File: src/rtl/wall_overlay_renderer.sv
// Final pixel compositor for the wall game: depth-shaded wall, goal-window and collision
// highlights, per-frame collision statistics and the game-over flash sequence.
module wall_overlay_renderer #(
    parameter int SCREEN_WIDTH        = 1280,
    parameter int SCREEN_HEIGHT       = 720,
    parameter int GOAL_DEPTH          = 60,
    parameter int GOAL_DEPTH_DELTA    = 10,
    parameter int FLASH_FRAMES        = 32,
    parameter int COLLISION_THRESHOLD = 64
) (
    input  logic        clk_in,
    input  logic        rst_in,
    input  logic [10:0] hcount_in,
    input  logic [9:0]  vcount_in,
    input  logic [15:0] pixel_in,
    input  logic        data_valid_in,
    input  logic        is_wall_in,
    input  logic        is_person_in,
    input  logic        is_collision_in,
    input  logic [7:0]  wall_depth_in,
    input  logic [2:0]  game_state_in,
    output logic [10:0] hcount_out,
    output logic [9:0]  vcount_out,
    output logic [15:0] pixel_out,
    output logic        data_valid_out,
    output logic [19:0] collision_count_out,
    output logic        frame_done_out,
    output logic        bad_frame_out,
    output logic [1:0]  fsm_state_out
);
    localparam int               CNT_W      = $clog2(FLASH_FRAMES);
    localparam logic [10:0]      LAST_H     = 11'(SCREEN_WIDTH - 1);
    localparam logic [9:0]       LAST_V     = 10'(SCREEN_HEIGHT - 1);
    localparam logic [7:0]       WIN_LO     = 8'(GOAL_DEPTH - GOAL_DEPTH_DELTA);
    localparam logic [7:0]       WIN_HI     = 8'(GOAL_DEPTH + GOAL_DEPTH_DELTA);
    localparam logic [19:0]      BAD_LEVEL  = 20'(COLLISION_THRESHOLD);
    localparam logic [CNT_W-1:0] FLASH_LAST = CNT_W'(FLASH_FRAMES - 1);

    typedef enum logic [1:0] {PLAY = 2'd0, HIT_FLASH = 2'd1, OVER = 2'd2} state_t;

    state_t           state_q;
    logic [CNT_W-1:0] frame_cnt_q;

    logic        frame_end;
    logic        in_window_d;
    logic [4:0]  level_d;
    logic [15:0] wall_color_d;

    logic        s1_valid_q, s1_wall_q, s1_person_q, s1_coll_q, s1_win_q;
    logic [10:0] s1_hc_q;
    logic [9:0]  s1_vc_q;
    logic [15:0] s1_pix_q, s1_wcolor_q;

    logic [4:0]  avg_r, avg_b;
    logic [5:0]  avg_g;
    logic [15:0] mix_d, pix_d;

    logic        out_valid_q, done_q, bad_q;
    logic [10:0] out_hc_q;
    logic [9:0]  out_vc_q;
    logic [15:0] out_pix_q;
    logic [19:0] acc_q, acc_d, count_q;

    // Stage 1 colour prep: depth/2 saturates to 31 once depth reaches 64.
    always_comb begin
        frame_end    = data_valid_in && (hcount_in == LAST_H) && (vcount_in == LAST_V);
        in_window_d  = (wall_depth_in >= WIN_LO) && (wall_depth_in <= WIN_HI);
        level_d      = (wall_depth_in[7:6] != 2'b00) ? 5'd31 : wall_depth_in[5:1];
        wall_color_d = in_window_d ? 16'hFFE0 : {level_d, level_d, 1'b0, level_d};
        acc_d        = acc_q;
        if (data_valid_in && is_collision_in && (acc_q != 20'hFFFFF))
            acc_d = acc_q + 20'd1;
    end

    always_comb begin
        avg_r = 5'(({1'b0, s1_pix_q[15:11]} + {1'b0, s1_wcolor_q[15:11]}) >> 1);
        avg_g = 6'(({1'b0, s1_pix_q[10:5]}  + {1'b0, s1_wcolor_q[10:5]})  >> 1);
        avg_b = 5'(({1'b0, s1_pix_q[4:0]}   + {1'b0, s1_wcolor_q[4:0]})   >> 1);
        if (s1_coll_q && s1_win_q)
            mix_d = 16'hF800;
        else if (s1_coll_q)
            mix_d = 16'hFC00;
        else if (s1_wall_q && s1_person_q)
            mix_d = {avg_r, avg_g, avg_b};
        else if (s1_wall_q)
            mix_d = s1_wcolor_q;
        else
            mix_d = s1_pix_q;
        case (state_q)
            HIT_FLASH: pix_d = frame_cnt_q[2] ? ~mix_d : mix_d;
            OVER:      pix_d = {1'b0, mix_d[15:12], 1'b0, mix_d[10:6], 1'b0, mix_d[4:1]};
            default:   pix_d = mix_d;
        endcase
        if (!s1_valid_q)
            pix_d = 16'h0000;
    end

    always_ff @(posedge clk_in or posedge rst_in) begin
        if (rst_in) begin
            s1_valid_q  <= 1'b0;
            s1_wall_q   <= 1'b0;
            s1_person_q <= 1'b0;
            s1_coll_q   <= 1'b0;
            s1_win_q    <= 1'b0;
            s1_hc_q     <= '0;
            s1_vc_q     <= '0;
            s1_pix_q    <= '0;
            s1_wcolor_q <= '0;
            out_valid_q <= 1'b0;
            out_hc_q    <= '0;
            out_vc_q    <= '0;
            out_pix_q   <= '0;
        end else begin
            s1_valid_q  <= data_valid_in;
            s1_wall_q   <= is_wall_in;
            s1_person_q <= is_person_in;
            s1_coll_q   <= is_collision_in;
            s1_win_q    <= in_window_d;
            s1_hc_q     <= hcount_in;
            s1_vc_q     <= vcount_in;
            s1_pix_q    <= pixel_in;
            s1_wcolor_q <= wall_color_d;
            out_valid_q <= s1_valid_q;
            out_hc_q    <= s1_hc_q;
            out_vc_q    <= s1_vc_q;
            out_pix_q   <= pix_d;
        end
    end

    // The frame-end pixel itself is included in the count it latches.
    always_ff @(posedge clk_in or posedge rst_in) begin
        if (rst_in) begin
            acc_q   <= '0;
            count_q <= '0;
            done_q  <= 1'b0;
            bad_q   <= 1'b0;
        end else if (frame_end) begin
            acc_q   <= '0;
            count_q <= acc_d;
            done_q  <= 1'b1;
            bad_q   <= (acc_d >= BAD_LEVEL);
        end else begin
            acc_q   <= acc_d;
            done_q  <= 1'b0;
        end
    end

    // game_state_in is only looked at on the frame-end pixel, so a frame never tears.
    always_ff @(posedge clk_in or posedge rst_in) begin
        if (rst_in) begin
            state_q     <= PLAY;
            frame_cnt_q <= '0;
        end else if (frame_end) begin
            case (state_q)
                PLAY: begin
                    if (game_state_in == 3'd0) begin
                        state_q     <= HIT_FLASH;
                        frame_cnt_q <= '0;
                    end
                end
                HIT_FLASH: begin
                    if (game_state_in != 3'd0)
                        state_q <= PLAY;
                    else if (frame_cnt_q == FLASH_LAST)
                        state_q <= OVER;
                    else
                        frame_cnt_q <= frame_cnt_q + CNT_W'(1);
                end
                OVER: begin
                    if (game_state_in != 3'd0)
                        state_q <= PLAY;
                end
                default: state_q <= PLAY;
            endcase
        end
    end

    assign hcount_out          = out_hc_q;
    assign vcount_out          = out_vc_q;
    assign pixel_out           = out_pix_q;
    assign data_valid_out      = out_valid_q;
    assign collision_count_out = count_q;
    assign frame_done_out      = done_q;
    assign bad_frame_out       = bad_q;
    assign fsm_state_out       = state_q;
endmodule

File: config.mk
export PLATFORM = sky130hd
export DESIGN_NAME = wall_overlay_renderer
export DESIGN_NICKNAME = d
export VERILOG_FILES = /design/src/rtl/wall_overlay_renderer.sv
export SDC_FILE = /design/constraint.sdc
export NUM_CORES = 1
export LEC_CHECK = 0
export ABC_AREA = 1
export ABC_CLOCK_PERIOD_IN_PS = 6300
export CORE_MARGIN = 5
export CORE_UTILIZATION = 30
export CTS_BUF_LIST = sky130_fd_sc_hd__clkbuf_8
export DETAILED_ROUTE_END_ITERATION = 16
export PLACE_DENSITY = 0.5
export REMOVE_ABC_BUFFERS = 1
export SLEW_MARGIN = 20
export SYNTH_ARGS = -nofsm -noshare
export SYNTH_HDL_FRONTEND = slang
export SYNTH_SLANG_ARGS = --single-unit
File: constraint.sdc
create_clock -name clk_in -period 6.3 [get_ports clk_in]
set_input_delay 1.26 -clock clk_in [delete_from_list [all_inputs] [get_ports clk_in]]
set_output_delay 1.26 -clock clk_in [all_outputs]
set_load 0.005 [all_outputs]
Word-level counts from Yosys, hierarchy flattened
Index checks and enable logic that the tools add are counted.

storage, ports and cells
  bits in registers = 145
  input port bits = 54
  word-level logic and storage cells = 74
  output and inout port bits = 62

operators by class
  muxes and demuxes = 21
  magnitude comparators = 3
  add/sub/neg operators = 5
  reductions and logical operators = 14
  equal/unequal tests = 11
  bitwise operators = 1

operators with widths
  kind                   count
  $mux 16                7
  $mux 20                2
  $pmux 16 s2            1
  $add 20x1->20 const B  1
  $ge 20x7->1 const B    1
  $mux 5                 4
  $ne 20x20->1 const B   1
  $not 16->16            1
  $add 5x5->6            2
  $eq 11x11->1 const B   1
  $eq 10x10->1 const B   1
  $pmux 5 s2             1
  $ge 8x6->1 const B     1
  $le 8x7->1 const B     1
  $mux 2                 4
  $ne 2x2->1 const B     4
  $add 6x6->7            1
  $logic_and 1x1->1      7
  $pmux 2 s3             1
  $add 5x1->5 const B    1
  $eq 5x5->1 const B     1
  $reduce_and 5->1       1
  $reduce_and 4->1       1
  $reduce_bool 2->1      2
  other kinds (7)        7

Logic depth before layout (Yosys ltp)
  depth in word-level cells = 8
  gate-level depth with buffers = 15
  gate-level depth less buffers = 15

Worst setup path before layout
Ideal clock, no wire load.

  path type = in2reg
  from = in is_collision_in
  to = reg bad_q (netlist: bad_frame_out)
  library setup time = 0.117 ns
  required time = 6.183 ns
  stages = 11
  arrival time = 2.240 ns
  slack = 3.943 ns
  buffers on the path = 0
  path through = nand2_1 > inv_1 > nand3_1 > nor3_2 > nand3_1 > nand2_1 > nand2_1 > nor2_1 > nand3_1 > nand2_1 > nand2_1

between the ends
  word-level cells in the longest chain between the ends = 4

ends and longest elaborated chain
  what                             RTL line  text
  start: declaration               19        input logic is_collision_in,
  $logic_and 1x1->1 (2 in series)  71        if (data_valid_in && is_collision_in && (acc_q != 20'hFFFFF))
  $mux 20                          71
  $ge 20x7->1                      141       bad_q <= (acc_d >= BAD_LEVEL);
  end signal: assignment           141
  end: declaration                 58        logic out_valid_q, done_q, bad_q;

No other way between the ends.
A chain may end at the register's enable or synchronous reset.

Worst setup path after layout
  from = in data_valid_in
  to = reg bad_q (netlist: bad_frame_out)

between the ends
  word-level cells in the longest chain between the ends = 4
  elaborated cells on any way between the ends = 6
  classes of those cells = order compare (1); mux (1); reduce/logical (4)

ends and longest elaborated chain
  what                             RTL line  text
  start: declaration               16        input logic data_valid_in,
  $logic_and 1x1->1 (2 in series)  71
  $mux 20                          71
  $ge 20x7->1                      141

Parallel ways exist; a longest one is shown, timed or not.

==> reports/results.ini <==
[clock_tree]
root_buffer = clkbuf_8
cts_resized = 0
cts.sinks = 139
cts_setup_buffers = 0
cts_tree = built
cts_hold_buf = 0
clk_path_buf_depth = 2
cts_max_level = 4
clock_latency_ns = 0.43
numCtsBuffers = 17
clkTransAtPathRegs_ns = 0.08

[layout]
area_growth_pct = 29.12
nets = 919
final_layout_size_suffix_gt1_share_pct = 8.294

[logic_synthesis]
ys.flop_type = dfrtp_1
synth-edff-count = 0
ys_seq_area_share_pct = 54.15
ys_seq_elements = 139
synth_cell_types = 43
ys_warn_count = 0
syn_avg_cell_area_um2 = 8.922
syn_area_um2 = 6424
async_flop_share_pct = 100.0
synthCells = 720

[floorplan]
rows = 53
die_h_um = 156.3
die_area_um2 = 24440
core_um2 = 21020
initial_core_util_pct = 30.56
die_x_um = 156.3
ioPinCount = 116

[timing]
fin_ws_ns = 3.473
final.setup.tns_ns = 0
hold_viol = 0
clock.fmax_ghz = 0.3537
grt_setup_unrepaired = false
finalSetupViolations = 0
post-route-min-period_ns = 2.827
skew_ns = 0.008832
slew_headroom_pct = 43.23
tightest_slew_ns = 0.8516
report.final.slew_viol_count = 0
layout_worst_path_cycle_share_pct = 44.87

[power_and_ir_drop]
powerDensity_nw_per_um2 = 244.9
power_leakage_nw = 3.764
peakVddDrop_v = 0.0001534

[status]
status = finished, final reports clean

[route]
firstDrtPassIters = 5
vias_per_cell = 4.530
routedWlPerCell_um = 14.46
drc_errors = 0
antenna_left = 0
drtIter0Drc = 330
vias = 5128
routed_wl_um = 16370

[global_route]
grt_max_degree = 98
overflow = 0
gr-usage-all-layers_pct = 13.79
first_global_vias = 4979
grt_pass1_wl_um = 26690
antenna_found_initial = 1

[worst_setup_path]
cp_common_cell = nand2_1
slowest_stage = clkdlybuf4s50_1
cp.arrival_ns = 3.16
crit_path_end_kind = flip-flop
path_max_fanout = 4
critPathKind = primary input to flip-flop
worstPathRequired_ns = 6.63
cp_cell_sequence = clkdlybuf4s50_1, nand2_1, inv_1, nand3_1, nor3_2, nand4_1, nand2_1, nand2_1, nor2_1, nand3_1, nand2_1, nand2_1
slowest_delay_ns = 0.62
worstSetupStartpointType = primary input

[hold_path]
hp-class = flip-flop to flip-flop

[job]
maxCapViolCount = 0

[placement]
hpwl_um = 12180
globalplace.congestion = 0.8468
pre_cts_slack_ns = 2.968
portBuffers = 115

placed cells by master (no fill, tap or decap), types with 7 or more instances in the layout:
master and n:
ha_1 19, clkbuf_8 18, xnor2_1 7, nor2_4 8, nor2_1 71, clkdlybuf4s50_1 115
nand3_1 33, a21oi_1 28, o21ai_0 47, nand2_1 182, dfrtp_1 139, nand4_1 10
inv_1 81, xor2_1 7, nand2_2 9
power by group:
group / switching, W / internal [W]
sequential: 0.0000454 / 0.000945
clock: 0.000361 / 0.000404
combinational: 0.000153 / 0.000123
total: 0.000559 / 0.00147
state kept, by name, summed over array words and instances, names as in the netlist, 2 cells and up:
| signal | flops |
|---|---|
| frame_cnt_q | 5 |
| fsm_state_out | 2 |
| acc_q | 20 |
| s1_vc_q | 10 |
| s1_wcolor_q | 11 |
| hcount_out | 11 |
| pixel_out | 16 |
| s1_pix_q | 16 |
| vcount_out | 10 |
| s1_hc_q | 11 |
| collision_count_out | 20 |
routing by layer:
metal	GRT usage [%]	vias to the layer above	routed length, um	part of all wire, %
met5	0	-	13	0.079
met4	4.545	2	217	1.3
met3	5.780	17	1596	9.7
met2	18.30	144	6464	39
met1	20.15	2385	8080	49
li1	-	2580	-	-
final cells by class:
| class | instances | area [um^2] |
|---|---|---|
| repair buffers | 118 | 1174 |
| inverters | 85 | 324.1 |
| diodes | 1 | 2.502 |
| fillers | 2129 | 12730 |
| flip-flops and latches | 139 | 3478 |
| multi-input cells | 482 | 2555 |
| well taps | 275 | 344.1 |
| clock buffers | 18 | 247.7 |
| clock inverters | 14 | 168.9 |
through the flow:
stage | cell area, um^2 | hold slack, ns | power [W] | util [%] | cells
global route | 8292 | 0.3589 | 0.002147 | 39.44 | 1131
finish | 8294 | 0.3509 | 0.002031 | 39.46 | 1132
global placement | 7875 | 0.3317 | 0.001286 | 37.46 | 1099
CTS | 8292 | 0.3523 | 0.002069 | 39.44 | 1131
floorplan | 6352 | 0.3312 | 0.001163 | - | 706
detailed placement | 7875 | 0.3347 | 0.001286 | 37.46 | 1099
worst paths after layout:
check	cells after the start	startpoint	endpoint	slack (ns)
max in group asynchronous	3	rst_in	collision_count_out[10]$_DFFE_PP0P_	3.81
worst min-delay path	0	s1_hc_q[10]$_DFF_PP0_	hcount_out[10]$_DFF_PP0_	0.35
min in group asynchronous	2	rst_in	hcount_out[1]$_DFF_PP0_	1.38
worst max-delay path	12	data_valid_in	bad_frame_out$_DFFE_PP0P_	3.47
worst min register to register	0	s1_hc_q[10]$_DFF_PP0_	hcount_out[10]$_DFF_PP0_	0.35
worst max register to register	6	s1_wall_q$_DFF_PP0_	pixel_out[0]$_DFF_PP0_	3.99
cell families after synthesis:
family / synth area share [%]
AO/OA/AOI/OAI: 9.817
XOR/XNOR: 1.909
buffers and inverters: 6.077
flip-flops: 54.15
multiplexers: 0.4869
adder cells (fa/ha/maj): 4.636
AND/OR/NAND/NOR: 22.93
cell usage after synthesis, types with 6 or more instances:
cell type / n / share of area, %
nand4_1: 10 / 0.97
nand2_2: 9 / 0.88
a21oi_1: 28 / 2.2
clkbuf_1: 6 / 0.35
nand2_1: 182 / 11
o21ai_0: 47 / 3.7
inv_1: 81 / 4.7
xnor2_1: 7 / 0.95
nor2_4: 8 / 1.4
nor2_1: 71 / 4.1
ha_1: 19 / 3.7
buf_2: 6 / 0.47
xor2_1: 7 / 0.95
nand3_1: 33 / 2.6
dfrtp_1: 139 / 54
worst max-delay path, delay by kind of cell:
family / cells / cell delay [ns]
simple gates: 10 / 1.13
buf+inv: 2 / 0.77
Note: power is estimated with default switching activity, not from simulation.
